<file path="config.mk">
export PLATFORM = sky130hd
export DESIGN_NAME = uart_rx_oversampled_flat
export DESIGN_NICKNAME = d
export VERILOG_FILES = /design/src/rtl/uart_rx_oversampled_if.sv /design/src/rtl/uart_rx_oversampled.sv /design/src/flat_wrapper.sv
export SDC_FILE = /design/constraint.sdc
export NUM_CORES = 1
export LEC_CHECK = 0
export CORE_MARGIN = 2
export CORE_UTILIZATION = 54
export CTS_CLUSTER_SIZE = 16
export DETAILED_ROUTE_END_ITERATION = 6
export HOLD_SLACK_MARGIN = 0.05
export PLACE_DENSITY = 0.76
export SLEW_MARGIN = 20
export SYNTH_ARGS = -nofsm -noshare
export SYNTH_HDL_FRONTEND = slang
export SYNTH_SLANG_ARGS = --single-unit
</file>
<file path="constraint.sdc">
create_clock -name Clk -period 1.9 [get_ports Clk]
set_input_delay 0.38 -clock Clk [delete_from_list [all_inputs] [get_ports Clk]]
set_output_delay 0.38 -clock Clk [all_outputs]
set_load 0.1 [all_outputs]
</file>
<file path="src/rtl/uart_rx_oversampled_if.sv">
// Receive-side bundle for uart_rx_oversampled: oversample tick and serial line in,
// received byte and frame status out.
interface uart_rx_oversampled_if #(
  parameter int DATA_BITS = 8
);
  logic                 Tick;
  logic                 RxD;
  logic [DATA_BITS-1:0] RxData;
  logic                 RxDone;
  logic                 FrameErr;
  logic                 ParityErr;
  logic                 Busy;

  modport master (output Tick, RxD, input RxData, RxDone, FrameErr, ParityErr, Busy);
  modport slave  (input Tick, RxD, output RxData, RxDone, FrameErr, ParityErr, Busy);
endinterface

</file>
<file path="src/rtl/uart_rx_oversampled.sv">
// 16x-oversampled UART receiver, 8N1 by default; define UART_RX_PARITY_EN for an
// even-parity bit between the data bits and the stop bit (8E1).
module uart_rx_oversampled #(
  parameter int DATA_BITS  = 8,
  parameter int OVERSAMPLE = 16
) (
  input  logic                 Clk,
  input  logic                 Rst,
  uart_rx_oversampled_if.slave bus
);
  localparam int TW = $clog2(OVERSAMPLE);
  localparam int BW = $clog2(DATA_BITS);
  localparam logic [TW-1:0] T_MID  = TW'(OVERSAMPLE / 2 - 1);
  localparam logic [TW-1:0] T_LAST = TW'(OVERSAMPLE - 1);
  localparam logic [BW-1:0] B_LAST = BW'(DATA_BITS - 1);

  typedef enum logic [2:0] {
    IDLE,
    START,
    DATA,
`ifdef UART_RX_PARITY_EN
    PARITY,
`endif
    STOP
  } state_t;

  state_t               state_q, state_n;
  logic                 rx_meta, rx_s;
  logic [TW-1:0]        tcnt_q, tcnt_n;
  logic [BW-1:0]        bcnt_q, bcnt_n;
  logic [DATA_BITS-1:0] sh_q, sh_n;
  logic [DATA_BITS-1:0] data_q, data_n;
  logic                 done_q, done_n;
  logic                 ferr_q, ferr_n;
`ifdef UART_RX_PARITY_EN
  logic                 par_q, par_n;
  logic                 perr_q, perr_n;

  function automatic logic parity_mismatch(input logic [DATA_BITS-1:0] d, input logic p);
    return (^d) ^ p;
  endfunction
`endif

  always_comb begin
    state_n = state_q;
    tcnt_n  = tcnt_q;
    bcnt_n  = bcnt_q;
    sh_n    = sh_q;
    data_n  = data_q;
    ferr_n  = ferr_q;
    done_n  = 1'b0;
`ifdef UART_RX_PARITY_EN
    par_n   = par_q;
    perr_n  = perr_q;
`endif
    case (state_q)
      IDLE: begin
        // A low line starts the half-bit count without waiting for a tick.
        if (!rx_s) begin
          state_n = START;
          tcnt_n  = '0;
        end
      end
      START: begin
        if (bus.Tick) begin
          if (tcnt_q == T_MID) begin
            tcnt_n  = '0;
            bcnt_n  = '0;
            state_n = rx_s ? IDLE : DATA;
          end else begin
            tcnt_n = tcnt_q + 1'b1;
          end
        end
      end
      DATA: begin
        if (bus.Tick) begin
          if (tcnt_q == T_LAST) begin
            tcnt_n = '0;
            sh_n   = {rx_s, sh_q[DATA_BITS-1:1]};
            bcnt_n = bcnt_q + 1'b1;
            if (bcnt_q == B_LAST) begin
`ifdef UART_RX_PARITY_EN
              state_n = PARITY;
`else
              state_n = STOP;
`endif
            end
          end else begin
            tcnt_n = tcnt_q + 1'b1;
          end
        end
      end
`ifdef UART_RX_PARITY_EN
      PARITY: begin
        if (bus.Tick) begin
          if (tcnt_q == T_LAST) begin
            tcnt_n  = '0;
            par_n   = rx_s;
            state_n = STOP;
          end else begin
            tcnt_n = tcnt_q + 1'b1;
          end
        end
      end
`endif
      STOP: begin
        // Back to IDLE at mid-stop so a start bit right behind it is not missed.
        if (bus.Tick) begin
          if (tcnt_q == T_LAST) begin
            tcnt_n  = '0;
            data_n  = sh_q;
            ferr_n  = ~rx_s;
            done_n  = 1'b1;
            state_n = IDLE;
`ifdef UART_RX_PARITY_EN
            perr_n  = parity_mismatch(sh_q, par_q);
`endif
          end else begin
            tcnt_n = tcnt_q + 1'b1;
          end
        end
      end
      default: state_n = IDLE;
    endcase
  end

  always_ff @(posedge Clk or posedge Rst) begin
    if (Rst) begin
      rx_meta <= 1'b1;
      rx_s    <= 1'b1;
      state_q <= IDLE;
      tcnt_q  <= '0;
      bcnt_q  <= '0;
      sh_q    <= '0;
      data_q  <= '0;
      done_q  <= 1'b0;
      ferr_q  <= 1'b0;
`ifdef UART_RX_PARITY_EN
      par_q   <= 1'b0;
      perr_q  <= 1'b0;
`endif
    end else begin
      rx_meta <= bus.RxD;
      rx_s    <= rx_meta;
      state_q <= state_n;
      tcnt_q  <= tcnt_n;
      bcnt_q  <= bcnt_n;
      sh_q    <= sh_n;
      data_q  <= data_n;
      done_q  <= done_n;
      ferr_q  <= ferr_n;
`ifdef UART_RX_PARITY_EN
      par_q   <= par_n;
      perr_q  <= perr_n;
`endif
    end
  end

  assign bus.RxData   = data_q;
  assign bus.RxDone   = done_q;
  assign bus.FrameErr = ferr_q;
  assign bus.Busy     = (state_q != IDLE);
`ifdef UART_RX_PARITY_EN
  assign bus.ParityErr = perr_q;
`else
  assign bus.ParityErr = 1'b0;
`endif
endmodule

</file>
<file path="src/flat_wrapper.sv">
// flat-port wrapper written by rule: the top's interface ports become plain ports
module uart_rx_oversampled_flat 
#(
  parameter int DATA_BITS  = 8,
  parameter int OVERSAMPLE = 16
)
  (Clk, Rst, bus_Tick, bus_RxD, bus_RxData, bus_RxDone, bus_FrameErr, bus_ParityErr, bus_Busy);
  uart_rx_oversampled_if #(.DATA_BITS(DATA_BITS)) bus_i ();
  input  logic Clk;
  input  logic Rst;
  input wire logic [$bits(bus_i.Tick)-1:0] bus_Tick;
  input wire logic [$bits(bus_i.RxD)-1:0] bus_RxD;
  output wire logic [$bits(bus_i.RxData)-1:0] bus_RxData;
  output wire logic [$bits(bus_i.RxDone)-1:0] bus_RxDone;
  output wire logic [$bits(bus_i.FrameErr)-1:0] bus_FrameErr;
  output wire logic [$bits(bus_i.ParityErr)-1:0] bus_ParityErr;
  output wire logic [$bits(bus_i.Busy)-1:0] bus_Busy;
  assign bus_i.Tick = bus_Tick;
  assign bus_i.RxD = bus_RxD;
  assign bus_RxData = bus_i.RxData;
  assign bus_RxDone = bus_i.RxDone;
  assign bus_FrameErr = bus_i.FrameErr;
  assign bus_ParityErr = bus_i.ParityErr;
  assign bus_Busy = bus_i.Busy;
  uart_rx_oversampled #(.DATA_BITS(DATA_BITS), .OVERSAMPLE(OVERSAMPLE)) u_core (.Clk(Clk), .Rst(Rst), .bus(bus_i));
endmodule
</file>
==> results_tabular.tex, run 1 <==
\begin{tabular}{lr}
\hline
Metric & Value \\
\hline
\multicolumn{2}{l}{\textbf{Run status}} \\
Outcome & finished clean \\
\multicolumn{2}{l}{\textbf{Global route}} \\
Overall track demand over capacity in global routing & 18.21\% \\
Global-route wire length before repair & 3732 um \\
GRT overflow & 0 \\
GR met1 Demand/Resource & 22.38\% \\
Maximum number of pins on one net before global-route repair & 30 \\
Initial antenna violation count & 0 \\
Number of global-route vias before repair & 860 \\
Global routing met2 resource utilization & 28.77\% \\
Met3 routing resource usage after global routing & 5.738\% \\
Grt peak-use layer & met2 \\
\multicolumn{2}{l}{\textbf{Critical path}} \\
Peak fanout along the critical path & 13 \\
CP Class & flop to output port \\
Kind of end point of the critical path & output port \\
Arrival time reported for the critical path endpoint & 1.28 ns \\
Ordered cell list for the critical path & nor2\_4 -> inv\_2 -> buf\_12 \\
Beginning of the worst register-to-register path & u\_core.tcnt\_q[0]\$\_DFFE\_PP0P\_ \\
Worst r2r path cells & 5 \\
Maximum single-stage delay on the critical path & 0.61 ns \\
Data required time at the worst endpoint & 1.52 ns \\
End of the worst register-to-register path & u\_core.bus.RxData[0]\$\_DFFE\_PP0P\_ \\
Slowest stage cell on the critical path & dfrtp\_1 \\
Worst Setup Start Kind & flop \\
Flop-to-flop setup slack & 0.27 ns \\
\multicolumn{2}{l}{\textbf{Timing}} \\
Unrepaired setup endpoints after global routing & no \\
Worst-case clock skew & 0.01546 ns \\
Worst setup slack after layout & 0.2385 ns \\
Number of max-slew violations in the final report & 0 \\
Max Fclk & 601.9 MHz \\
Accumulated negative setup slack & 0 ns \\
Tcrit/Tclk final & 87.45\% \\
Number of hold violations in the final report & 0 \\
Setup violations, final & 0 \\
Time the worst path needs with I/O delays and setup & 1.662 ns \\
\multicolumn{2}{l}{\textbf{Clock tree}} \\
Num Clock Sinks & 29 \\
Buffer type at the clock tree root & clkbuf\_4 \\
Clock-pin slew on the worst setup and hold paths & 0.09 ns \\
Clock latency at the later pin of the worst-skew pair & 0.32 ns \\
TritonCTS clock tree & done \\
Max H-tree Level & 2 \\
Number of buffers added by the clock tree synthesis step & 5 \\
Number of buffers added to fix hold violations after cts & 0 \\
Longest Clk Path Bufs & 2 \\
Number of buffers inserted by post-CTS setup repair & 0 \\
Number of cells upsized or downsized after cts & 0 \\
\multicolumn{2}{l}{\textbf{Drt}} \\
Final routed wirelength across all metal layers & 2201 um \\
Per-cell via count in the routed design & 5.327 \\
Pre-Repair DR Iteration Count & 4 \\
DRT antenna net count & 0 \\
Average wire per cell in the routed design & 14.11 um \\
DRC & 0 \\
Number of violations reported at the end of detailed-routing iteration 0 & 9 \\
Number of vias after detailed routing & 831 \\
\multicolumn{2}{l}{\textbf{Power and ir drop}} \\
Combinational share of power & 25.9\% \\
Switching part of the total power & 35.76\% \\
Clk pwr share & 22.2\% \\
PwrDens & 994.4 nW/um\^{}2 \\
Switching Power & 567.7 uW \\
Internal power & 1020 uW \\
Pwr Total & 1588 uW \\
Part of the power in registers & 51.9\% \\
Max IR drop VDD & 0.8585 mV \\
Cell leakage power & 0.0007979 uW \\
\multicolumn{2}{l}{\textbf{Logic synthesis}} \\
Number of different library cells in the post-synthesis netlist & 38 \\
Mean cell area of the mapped netlist & 13.03 um\^{}2 \\
Count of state elements after synthesis & 29 \\
Synthesized net count & 114 \\
Post-Syn Instances & 107 \\
Post-synthesis instance area & 1394 um\^{}2 \\
Number of warnings reported in the yosys synthesis log & 0 \\
Share of the yosys chip area belonging to registers & 52.24\% \\
\multicolumn{2}{l}{\textbf{Floorplanning}} \\
Die W & 54.81 um \\
Full die area & 3004 um\^{}2 \\
Initial core utilization & 56.78\% \\
Standard-cell rows & 18 \\
Boundary Pins & 16 \\
Placeable core region & 2455 um\^{}2 \\
Die Span Y & 54.81 um \\
\multicolumn{2}{l}{\textbf{Place}} \\
HPWL after DPL & 1547 um \\
Setup WS pre-CTS & 0.04918 ns \\
GP Congestion & 0.7584 \\
Buffers on Ports & 14 \\
\multicolumn{2}{l}{\textbf{Final layout}} \\
Fraction of final layout cells with drive strength greater than 1 & 38.89\% \\
Layout Nets & 132 \\
\# fillers & 200 \\
Number of diodes & 0 \\
Relative area change from synthesis to final layout & 14.54\% \\
\multicolumn{2}{l}{\textbf{Worst hold path}} \\
Endpoint, Worst Hold & u\_core.rx\_s\$\_DFF\_PP1\_ \\
Worst Hold Depth & 0 \\
Min-Delay Path Class & flop to flop \\
Min-delay src & u\_core.rx\_meta\$\_DFF\_PP1\_ \\
\multicolumn{2}{l}{\textbf{Run}} \\
Max Cap Violations & 0 \\
\hline
\end{tabular}
worst max-delay path by stage:
stage,from,end,slack [ns],depth (start not counted)
2_1_floorplan,u_core.state_q[1]$_DFFE_PP0P_,u_core.state_q[0]$_DFFE_PP0P_,0.32,6
3_3_place_gp,bus_Tick,u_core.state_q[0]$_DFFE_PP0P_,0.09,6
3_5_place_dp,bus_Tick,u_core.state_q[0]$_DFFE_PP0P_,0.05,6
4_1_cts,u_core.state_q[0]$_DFFE_PP0P_,bus_Busy,0.23,3
5_1_grt,u_core.state_q[0]$_DFFE_PP0P_,bus_Busy,0.17,3
6_report,u_core.state_q[0]$_DFFE_PP0P_,bus_Busy,0.24,3
state kept, by name, summed over array words and instances (netlist names):
name	flops
u_core.rx_s	1
u_core.sh_q	8
u_core.bus.FrameErr	1
u_core.state_q	2
u_core.tcnt_q	4
u_core.bus.RxDone	1
u_core.bus.RxData	8
u_core.bcnt_q	3
u_core.rx_meta	1
final cells by class:
| class | instances | area (um^2) | area share (%) |
|---|---|---|---|
| multi-input combinational | 64 | 581.8 | 36.44 |
| clock inverter | 3 | 17.52 | 1.097 |
| timing repair buffer | 18 | 167.7 | 10.50 |
| sequential | 29 | 728.2 | 45.61 |
| inverter | 7 | 26.28 | 1.646 |
| clock buffer | 5 | 37.54 | 2.351 |
| tap | 30 | 37.54 | 2.351 |
per-stage QoR:
step | cells | utilization (%) | cell area, um^2 | hold WS (ns)
4_1_cts | 156 | 65.04 | 1597 | 0.3632
5_1_grt | 156 | 65.04 | 1597 | 0.3684
3_5_place_dp | 148 | 62.79 | 1541 | 0.3497
6_report | 156 | 65.04 | 1597 | 0.3610
3_3_place_gp | 148 | 62.79 | 1541 | 0.3460
2_1_floorplan | 107 | - | 1394 | 0.3452
cells in the final DEF (no fill, tap or decap), types with 2 or more instances in the layout:
cell type        count
dfrtp_1             27
mux2_4              15
buf_4               13
nand2_1              9
inv_1                5
clkbuf_4             5
nand3_1              3
ha_1                 3
clkdlybuf4s50_1      3
nor3b_1              2
mux2i_1              2
o21ai_1              2
inv_2                2
a21oi_1              2
o31ai_1              2
mux2_1               2
o21ai_0              2
clkinv_2             2
buf_12               2
dfstp_2              2
metal layers:
metal	vias up	share of wire [%]
met4	0	0.45
li1	408	-
met5	-	0
met1	411	47
met2	10	49
met3	2	2.9
power groups by stage:
stage | clock network, uW | logic, uW | registers, uW
after global routing | 399 | 468 | 840
final | 352 | 411 | 824
after CTS | 369 | 420 | 823
after detailed placement | 0 | 419 | 832
after floorplan | 0 | 397 | 766
after global placement | 0 | 390 | 829
synthesized netlist by cell type, drive strengths merged:
cell	number	share of area (%)
a21boi	1	0.54
a32o	1	0.72
o31ai	2	1.1
nor2	3	1.5
mux2i	2	1.4
buf	7	4.1
nand3	4	1.8
a41o	1	0.72
dfrtp	27	48
and2b	1	0.72
xor2	1	0.63
a31oi	1	0.45
inv	7	1.9
a21oi	3	1.3
conb	1	0.27
nand2	9	2.4
mux2	17	18
a2bb2oi	1	0.63
o2111ai	1	0.63
nor3b	2	1.1
and2	1	0.63
ha	3	2.7
nand2b	1	0.45
dfstp	2	3.8
or3b	1	0.63
and4	1	0.81
o21ai	4	1.4
o221a	1	0.81
o21a	1	0.54
worst max-delay path, delay by kind of cell, from the launching register on:
family        cells  cell delay (ns)
simple gates      1             0.05
flops             1             0.61
buf+inv           2             0.30
kinds of logic after synthesis:
| logic type | share of synthesized area (%) |
|---|---|
| buf+inv | 6.014 |
| fa+ha+maj | 2.693 |
| compound gates | 8.888 |
| mux | 19.21 |
| xor+xnor | 0.6285 |
| flops | 52.24 |
| other cells | 0.2690 |
| simple gates | 10.05 |
No activity file was read; power rests on OpenSTA's default activity.
==> run 2, diff against run 1 <==
--- a/config.mk
+++ b/config.mk
@@ -10,6 +10,7 @@
 export CTS_CLUSTER_SIZE = 16
 export DETAILED_ROUTE_END_ITERATION = 6
 export HOLD_SLACK_MARGIN = 0.05
+export MAX_ROUTING_LAYER = met4
 export PLACE_DENSITY = 0.76
 export SLEW_MARGIN = 20
 export SYNTH_ARGS = -nofsm -noshare
==> results of run 2 <==
The final DEF is identical to that of run 1; final timing and power are the same.
Among the figures that moved: final weighted congestion in routability-driven placement 0.7584 -> 0.7683; overall routing resource usage 18.21% -> 18.73%
==> run 3, diff against run 2 <==
--- a/config.mk
+++ b/config.mk
@@ -5,6 +5,7 @@
 export SDC_FILE = /design/constraint.sdc
 export NUM_CORES = 1
 export LEC_CHECK = 0
+export ABC_CLOCK_PERIOD_IN_PS = 1900
 export CORE_MARGIN = 2
 export CORE_UTILIZATION = 54
 export CTS_CLUSTER_SIZE = 16
@@ -12,6 +13,7 @@
 export HOLD_SLACK_MARGIN = 0.05
 export MAX_ROUTING_LAYER = met4
 export PLACE_DENSITY = 0.76
+export SKIP_LAST_GASP = 1
 export SLEW_MARGIN = 20
 export SYNTH_ARGS = -nofsm -noshare
 export SYNTH_HDL_FRONTEND = slang
==> results of run 3 <==
The final DEF is identical to that of run 1; final timing and power are the same.
Among the figures that moved: final weighted congestion in routability-driven placement 0.7584 -> 0.7683; overall routing resource usage 18.21% -> 18.73%
